File: config.mk
export PLATFORM = sky130hd
export DESIGN_NAME = water_level_sampler
export DESIGN_NICKNAME = d
export VERILOG_FILES = /design/src/rtl/water_level_sampler.sv
export SDC_FILE = /design/constraint.sdc
export NUM_CORES = 1
export LEC_CHECK = 0
export CELL_PAD_IN_SITES_DETAIL_PLACEMENT = 0
export CELL_PAD_IN_SITES_GLOBAL_PLACEMENT = 2
export CORE_MARGIN = 3
export CORE_UTILIZATION = 36
export DETAILED_ROUTE_END_ITERATION = 6
export PLACE_DENSITY_LB_ADDON = 0.1
export REMOVE_ABC_BUFFERS = 1
export SYNTH_ARGS = -nofsm -noshare
export SYNTH_HDL_FRONTEND = slang
export SYNTH_SLANG_ARGS = --single-unit
File: constraint.sdc
create_clock -name clk -period 7.5 [get_ports clk]
set_clock_uncertainty 0.05 [all_clocks]
set_input_delay 2.25 -clock clk [delete_from_list [all_inputs] [get_ports clk]]
set_output_delay 2.25 -clock clk [all_outputs]
set_load 0.05 [all_outputs]
File: src/rtl/water_level_sampler.sv
// Bottle water-level front end: samples a 15-probe thermometer sensor on a prescaled tick,
// rejects malformed codes, debounces to a stable 4-bit level and runs the interval timebase.
module water_level_sampler #(
   parameter int unsigned SAMPLE_DIV       = 1000,
   parameter int unsigned STABLE_N         = 4,
   parameter int unsigned INTERVAL_SAMPLES = 1800,
   parameter int unsigned COUNT_W          = 16
) (
   input  logic               clk,
   input  logic               reset,
   input  logic [14:0]        probe,
   output logic [3:0]         water_level,
   output logic               level_valid,
   output logic               probe_fault,
   output logic [COUNT_W-1:0] count,
   output logic               interval_start
);

   localparam int unsigned PresW = (SAMPLE_DIV > 1) ? $clog2(SAMPLE_DIV) : 1;
   localparam int unsigned StabW = $clog2(STABLE_N + 1);
   localparam logic [PresW-1:0]   PresMax  = PresW'(SAMPLE_DIV - 1);
   localparam logic [StabW-1:0]   StabMax  = StabW'(STABLE_N);
   localparam logic [COUNT_W-1:0] CountMax = COUNT_W'(INTERVAL_SAMPLES - 1);

   logic [PresW-1:0]   presc_q, presc_d;
   logic [14:0]        sync1_q, sync2_q;
   logic [3:0]         cand_q, cand_d;
   logic [StabW-1:0]   stab_q, stab_d;
   logic [3:0]         level_q, level_d;
   logic               lv_q, lv_d;
   logic               fault_q, fault_d;
   logic [COUNT_W-1:0] count_q, count_d;
   logic               istart_q, istart_d;
   logic               tick, code_ok;
   logic [3:0]         samp_lvl;

   always_comb begin
      tick     = (presc_q == PresMax);
      presc_d  = tick ? '0 : presc_q + 1'b1;
      // 2**k-1 has no bit in common with its successor
      code_ok  = ((sync2_q & (sync2_q + 15'd1)) == 15'd0);
      samp_lvl = 4'd0;
      for (int i = 0; i < 15; i++) begin
         samp_lvl = samp_lvl + {3'b000, sync2_q[i]};
      end

      cand_d   = cand_q;
      stab_d   = stab_q;
      level_d  = level_q;
      lv_d     = 1'b0;
      fault_d  = 1'b0;
      count_d  = count_q;
      istart_d = 1'b0;

      if (tick) begin
         if (!code_ok) begin
            fault_d = 1'b1;
            stab_d  = '0;
         end else if (samp_lvl == cand_q) begin
            if (stab_q != StabMax) stab_d = stab_q + 1'b1;
         end else begin
            cand_d = samp_lvl;
            stab_d = StabW'(1);
         end

         if (code_ok && (stab_d == StabMax) && (cand_d != level_q)) begin
            level_d = cand_d;
            lv_d    = 1'b1;
         end

         if (count_q == CountMax) begin
            count_d  = '0;
            istart_d = 1'b1;
         end else begin
            count_d = count_q + 1'b1;
         end
      end
   end

   always_ff @(posedge clk or posedge reset) begin
      if (reset) begin
         presc_q  <= '0;
         sync1_q  <= '0;
         sync2_q  <= '0;
         cand_q   <= '0;
         stab_q   <= '0;
         level_q  <= '0;
         lv_q     <= 1'b0;
         fault_q  <= 1'b0;
         count_q  <= '0;
         istart_q <= 1'b0;
      end else begin
         presc_q  <= presc_d;
         sync1_q  <= probe;
         sync2_q  <= sync1_q;
         cand_q   <= cand_d;
         stab_q   <= stab_d;
         level_q  <= level_d;
         lv_q     <= lv_d;
         fault_q  <= fault_d;
         count_q  <= count_d;
         istart_q <= istart_d;
      end
   end

   assign water_level    = level_q;
   assign level_valid    = lv_q;
   assign probe_fault    = fault_q;
   assign count          = count_q;
   assign interval_start = istart_q;

endmodule

==> impl_metrics.py, run 1 <==
metrics = {
    "min_path": {
        "min_path_type": "reg -> reg",
        "whs_path_depth": 0,
        "hp-start": "sync1_q[2]$_DFF_PP0_",
        "whs_endpoint": "sync2_q[2]$_DFF_PP0_",
    },
    "synth": {
        "ys_seq_area_share_pct": 53.7,
        "ys_ff_latch": 70,
        "yosysTopAreaCellShare_pct": 53.7,
        "synth_area_mm2": 0.00326,
        "synth-warning-count": 0,
        "yosysTopAreaCell": "dfrtp_1",
        "synthArstFlopShare_pct": 100,
        "ys_types": 49,
        "synth_area_leaders": "dfrtp_1 (54%), fa_1 (6.1%), xnor2_1 (4.3%), ha_1 (3.4%), inv_1 (3.0%)",
        "yosys-top-cells-count": "dfrtp_1 (70), inv_1 (26), nand2_1 (21), nor2_1 (21), xnor2_1 (16)",
        "ys.flop_type": "dfrtp_1",
        "synth_area_per_cell_um2": 11.1,
        "synth.most_common_cell": "dfrtp_1",
        "synth_edf_count": 0,
        "synth_cells": 293,
    },
    "setup_path": {
        "cp.required_ps": 7680,
        "crit_top_cell": "fa_1",
        "cp.depth": 12,
        "path_buf_inv": 1,
        "critPathMaxFanout": 6,
        "reg2reg_depth": 12,
        "cp-start-kind": "flop",
        "critPathCaptureType": "flop",
        "r2r_slack_ps": 2040,
        "worstSetupStartpoint": "sync2_q[5]$_DFF_PP0_",
        "crit_family": "adder cells",
        "worstPathArrival_ps": 5640,
        "worstReg2RegStart": "sync2_q[5]$_DFF_PP0_",
        "path_class": "reg -> reg",
        "slowest_stage": "a2111oi_2",
        "critical_path.max_stage_delay_ps": 630,
        "r2r-end": "water_level[2]$_DFFE_PP0P_",
        "path_cells": "fa_1 -> inv_1 -> fa_1 -> fa_1 -> fa_1 -> fa_1 -> fa_1 -> xnor2_1 -> xor2_1 -> a2111oi_2 -> or4b_4 -> mux2_4",
    },
    "finish": {
        "fill_cells": 819,
        "area_growth_syn_to_layout_pct": 22.0,
        "final_cell_area_mm2": 0.00398,
        "final-seq-area_mm2": 0.00175,
        "antenna_cells": 0,
        "fin_nets": 373,
        "drive_above_1_share_pct": 7.60,
        "post-route-util_pct": 45.4,
        "multi_input_comb_area_mm2": 0.00138,
    },
    "timing": {
        "tns_ps": 0,
        "hold_violations": 0,
        "setup_violations": 0,
        "clock.fmax_ghz": 0.183,
        "rsz0062_at_grt": "no",
        "setup_ws_ps": 2040,
        "min_period_over_period_pct": 72.8,
        "finalCriticalPeriod_ps": 5460,
        "relSlewSlack_pct": 42.7,
        "worst_pin_slew_ps": 860,
        "drv_slew": 0,
    },
    "placed_design": {
        "hpwl_mm": 4.34,
        "place.gp.congestion": 0.805,
        "pre_cts_ws_ps": 2000,
        "portBuffers": 39,
        "placed_cell_area_mm2": 0.00376,
    },
    "clock_tree": {
        "path_clk_slew_ps": 80,
        "numCtsBuffers": 9,
        "cts-root-buf": "clkbuf_8",
        "insertion_delay_ps": 340,
        "cts_setup_buffers": 0,
        "cts_repair_resize_count": 0,
        "cts.sinks": 70,
        "ctsHoldBuffers": 0,
        "cts_buffer_depth": 2,
        "cts_tree": "yes",
        "h-tree-depth": 3,
    },
    "detailed_routing": {
        "drc": 0,
        "met2WireLength_mm": 2.68,
        "wl_mm": 6.01,
        "route.met3.wl_um": 269,
        "top_layer": "met4",
        "ant_nets": 0,
        "via_per_inst": 4.80,
        "num_vias": 2161,
        "met1_length_mm": 2.97,
        "wire_per_inst_um": 13.3,
        "firstDrtPassIters": 4,
        "dr.first_iter.drc_count": 57,
    },
    "grt": {
        "grt_pass1_vias": 2160,
        "grt_max_degree": 71,
        "antenna_found_initial": 0,
        "grt_pass1_wl_mm": 10.5,
        "grt.total_usage_pct": 13.1,
        "overflow": 0,
    },
    "die": {
        "core_area_mm2": 0.00876,
        "die_h_um": 101,
        "die_area_mm2": 0.0102,
        "start_util_pct": 37.3,
        "die_width_um": 101,
        "io_pins": 40,
        "rows": 34,
    },
    "power_and_ir_drop": {
        "p_leak_uw": 0.00176,
        "ir_worst_vdd_uv": 103,
        "power_density_mw_per_mm2": 226,
    },
    "run": {
        "cap_viol_max_count": 0,
    },
    "run_status": {
        "status": "finished clean",
    },
}
## worst reg2reg max path: cells and delay by family, from the launching register on
family	cells	cell delay (ps)
AOI/OAI and AO/OA	1	630
xor gates and xnor gates	2	530
adders and majority gates	6	2760
buffers and inverters	1	50
DFF	1	430
muxes	1	310
and+or+nand+nor	1	590
## layout make-up
| type | instances | area share [%] |
|---|---|---|
| inverters | 27 | 2.54 |
| multi-input cells | 189 | 34.6 |
| clock inverters | 7 | 2.42 |
| repair buffers | 40 | 9.99 |
| clock buffers | 9 | 3.11 |
| flip-flops and latches | 70 | 44.0 |
| well taps | 108 | 3.39 |
## cell families (layout without fill, tap and decap cells)
family | after synthesis | in the layout | synth area share, %
buffers and inverters | 34 | 83 | 4.18
flip-flops | 70 | 70 | 53.7
XOR/XNOR | 25 | 25 | 6.71
adder cells (fa/ha/maj) | 19 | 19 | 9.58
multiplexers | 6 | 6 | 2.22
AO/OA/AOI/OAI | 35 | 35 | 6.75
AND/OR/NAND/NOR | 104 | 104 | 16.9
## cells in the final DEF, fill, tap and decap left out, types with 4 or more instances in the layout
master,n
a21oi_1,11
and3_1,4
clkbuf_8,9
clkdlybuf4s50_1,39
dfrtp_1,70
fa_1,10
ha_1,9
inv_1,25
nand2_1,21
nand3_1,15
nand4_1,8
nor2_1,21
nor3_1,9
o21ai_0,11
or3_1,4
xnor2_1,16
xor2_1,9
## layer usage
| layer | GRT usage (%) | up-vias |
|---|---|---|
| met2 | 19.2 | 39 |
| met5 | 0 | - |
| met3 | 3.17 | 6 |
| li1 | - | 1081 |
| met4 | 6.13 | 0 |
| met1 | 18.4 | 1035 |
## power by group
group	switching (uW)	internal, uW
Sequential	5.52	385
Combinational	93.8	78.5
Clock	150	188
## worst max-delay path by stage
stage,slack (ps),end
finish,2040,water_level[2]$_DFFE_PP0P_
global route,1740,water_level[2]$_DFFE_PP0P_
CTS,1990,water_level[2]$_DFFE_PP0P_
detailed placement,2000,water_level[2]$_DFFE_PP0P_
global placement,2130,water_level[2]$_DFFE_PP0P_
floorplan,2360,water_level[2]$_DFFE_PP0P_
## state kept, by name, indices dropped and copies added (netlist names), 3 cells and up
signal / count
presc_q: 10
water_level: 4
cand_q: 4
sync1_q: 15
count: 16
sync2_q: 15
stab_q: 3
## stage by stage
| stage | power [uW] | instances | hold slack, ps |
|---|---|---|---|
| 2_1_floorplan | 534 | 286 | 281 |
| 3_3_place_gp | 573 | 434 | 282 |
| 3_5_place_dp | 578 | 434 | 285 |
| 4_1_cts | 920 | 450 | 295 |
| 5_1_grt | 958 | 450 | 309 |
| 6_report | 901 | 450 | 296 |
Power figures use the tool's default switching activity.
==> run 2, diff against run 1 <==
- CORE_UTILIZATION: 36 -> 33
- clock period: 7.5 -> 4.7 ns (I/O delays scaled with it)
==> run 2 against run 1 <==
The flow now finishes with violations (setup timing); sequential cell count is the same; clock power grew 46%; routed wire length grew 5.6%; final area grew 4.5%; combinational power grew 150%; count of clock-buffer cells in the layout grew 2; critical path depth shrank 1; fmax grew 15%; die area grew 8.5%; critical endpoint unchanged; largest power group unchanged.
==> impl_metrics.py, run 2 (synthesis results as in run 1) <==
metrics = {
    "power_and_ir_drop": {
        "ir_worst_vdd_uv": 194,
        "power_density_mw_per_mm2": 371,
        "p_leak_uw": 0.00184,
    },
    "timing": {
        "clock.fmax_ghz": 0.211,
        "finalCriticalPeriod_ps": 4730,
        "hold_slack_ps": 290,
        "tns_ps": -71.3,
        "setup_ws_ps": -34.0,
        "worst_pin_slew_ps": 632,
        "rsz0062_at_grt": "yes",
        "relSlewSlack_pct": 57.9,
        "min_period_over_period_pct": 101,
        "hold_violations": 0,
        "drv_slew": 0,
        "setup_violations": 3,
    },
    "die": {
        "rows": 35,
        "start_util_pct": 34.7,
        "core_area_mm2": 0.00942,
        "die_h_um": 105,
        "io_pins": 40,
        "die_width_um": 105,
        "die_area_mm2": 0.0111,
    },
    "grt": {
        "overflow": 0,
        "grt_pass1_vias": 2330,
        "grt.total_usage_pct": 12.7,
        "grt_max_degree": 31,
        "antenna_found_initial": 0,
        "grt_pass1_wl_mm": 11.4,
    },
    "setup_path": {
        "crit_family": "adder cells",
        "worstPathArrival_ps": 4920,
        "reg2reg_depth": 11,
        "critPathMaxFanout": 3,
        "crit_top_cell": "fa_1",
        "critical_path.max_stage_delay_ps": 570,
        "path_class": "reg -> reg",
        "path_buf_inv": 1,
        "worstReg2RegStart": "sync2_q[5]$_DFF_PP0_",
        "r2r-end": "water_level[2]$_DFFE_PP0P_",
        "cp-start-kind": "flop",
        "slowest_stage": "fa_2",
        "cp.required_ps": 4890,
        "r2r_slack_ps": -30,
        "cp.depth": 11,
        "critPathCaptureType": "flop",
        "path_cells": "fa_1 -> inv_1 -> fa_1 -> fa_1 -> fa_1 -> fa_2 -> fa_2 -> xnor2_2 -> a2111oi_4 -> or4b_4 -> mux2_4",
    },
    "finish": {
        "largest_reg_flops": 16,
        "antenna_cells": 0,
        "drive_above_1_share_pct": 13.5,
        "post-route-util_pct": 44.2,
        "fin_nets": 387,
        "mostFrequentLayoutCells": "dfrtp_1 (70), clkdlybuf4s50_1 (39), inv_1 (25), nand2_1 (21), nor2_1 (21)",
        "fill_cells": 915,
        "mostFrequentLayoutCell": "dfrtp_1",
        "area_growth_syn_to_layout_pct": 27.4,
    },
    "min_path": {
        "whs_path_depth": 0,
        "hp-start": "sync1_q[11]$_DFF_PP0_",
        "min_path_type": "reg -> reg",
        "whs_endpoint": "sync2_q[11]$_DFF_PP0_",
    },
    "detailed_routing": {
        "wl_mm": 6.34,
        "wire_per_inst_um": 13.1,
        "firstDrtPassIters": 4,
        "dr.first_iter.drc_count": 81,
        "num_vias": 2235,
        "drc": 0,
        "ant_nets": 0,
        "via_per_inst": 4.61,
    },
    "clock_tree": {
        "cts.sinks": 70,
        "cts_tree": "yes",
        "cts-root-buf": "clkbuf_8",
        "path_clk_slew_ps": 90,
        "insertion_delay_ps": 350,
        "cts_buffer_depth": 2,
        "h-tree-depth": 3,
        "numCtsBuffers": 9,
        "ctsHoldBuffers": 0,
    },
    "run_status": {
        "status": "finished, violations left",
        "violations": "setup timing",
    },
    "run": {
        "cap_viol_max_count": 0,
    },
    "placed_design": {
        "portBuffers": 39,
        "pre_cts_ws_ps": -319,
        "hpwl_mm": 4.73,
        "place.gp.congestion": 0.778,
    },
}
==> run 2: worst max-delay path by stage <==
| stage | slack [ps] | to | startpoint |
|---|---|---|---|
| after CTS | -40 | water_level[2]$_DFFE_PP0P_ | sync2_q[5]$_DFF_PP0_ |
| after detailed placement | -320 | water_level[2]$_DFFE_PP0P_ | sync2_q[5]$_DFF_PP0_ |
| final | -30 | water_level[2]$_DFFE_PP0P_ | sync2_q[5]$_DFF_PP0_ |
| after global routing | -200 | water_level[3]$_DFFE_PP0P_ | sync2_q[5]$_DFF_PP0_ |
| after global placement | -220 | water_level[2]$_DFFE_PP0P_ | sync2_q[5]$_DFF_PP0_ |
| after floorplan | -440 | water_level[2]$_DFFE_PP0P_ | sync2_q[5]$_DFF_PP0_ |
==> run 2: report_power, final <==
part | total, uW | internal (uW) | switching (uW)
registers | 623 | 615 | 7.91
logic | 425 | 223 | 202
clock network | 495 | 261 | 234
total | 1540 | 1100 | 443
==> run 2: final cells by class <==
class                   instances  area (um2)  area share [%]
clock inverters                 5        57.6            1.38
clock buffers                  11         141            3.40
well taps                     129         161            3.88
inverters                      27         101            2.44
multi-input cells             189        1440            34.7
repair buffers                 54         503            12.1
flip-flops and latches         70        1750            42.1
==> run 2: metal layers <==
metal / global-route usage (%) / part of all wire (%) / up-vias
li1: - / - / 1107
met1: 17.7 / 49 / 1070
met2: 19.3 / 45 / 44
met3: 3.37 / 4.3 / 14
met4: 4.22 / 1.8 / 0
met5: 0 / 0 / -
==> run 2: per-stage QoR <==
step                area (um2)  total power [uW]  std cells
floorplan                 3230               852        286
CTS                       4160              1560        485
detailed placement        3880               963        467
global placement          3880               960        467
global route              4160              1640        485
finish                    4160              1540        485
==> run 2: timing repair <==
action / 4_1_cts / 5_1_grt
setup buffers: 2 / 0
gates resized for setup: 9 / 1
setup endpoints to repair: 4 / 5
pin swaps: 2 / 0
==> run 3, diff against run 2 <==
- CTS_CLUSTER_SIZE: not set -> 8
==> results of run 3 <==
No change in the layout: final DEF, timing and power equal those of run 2.
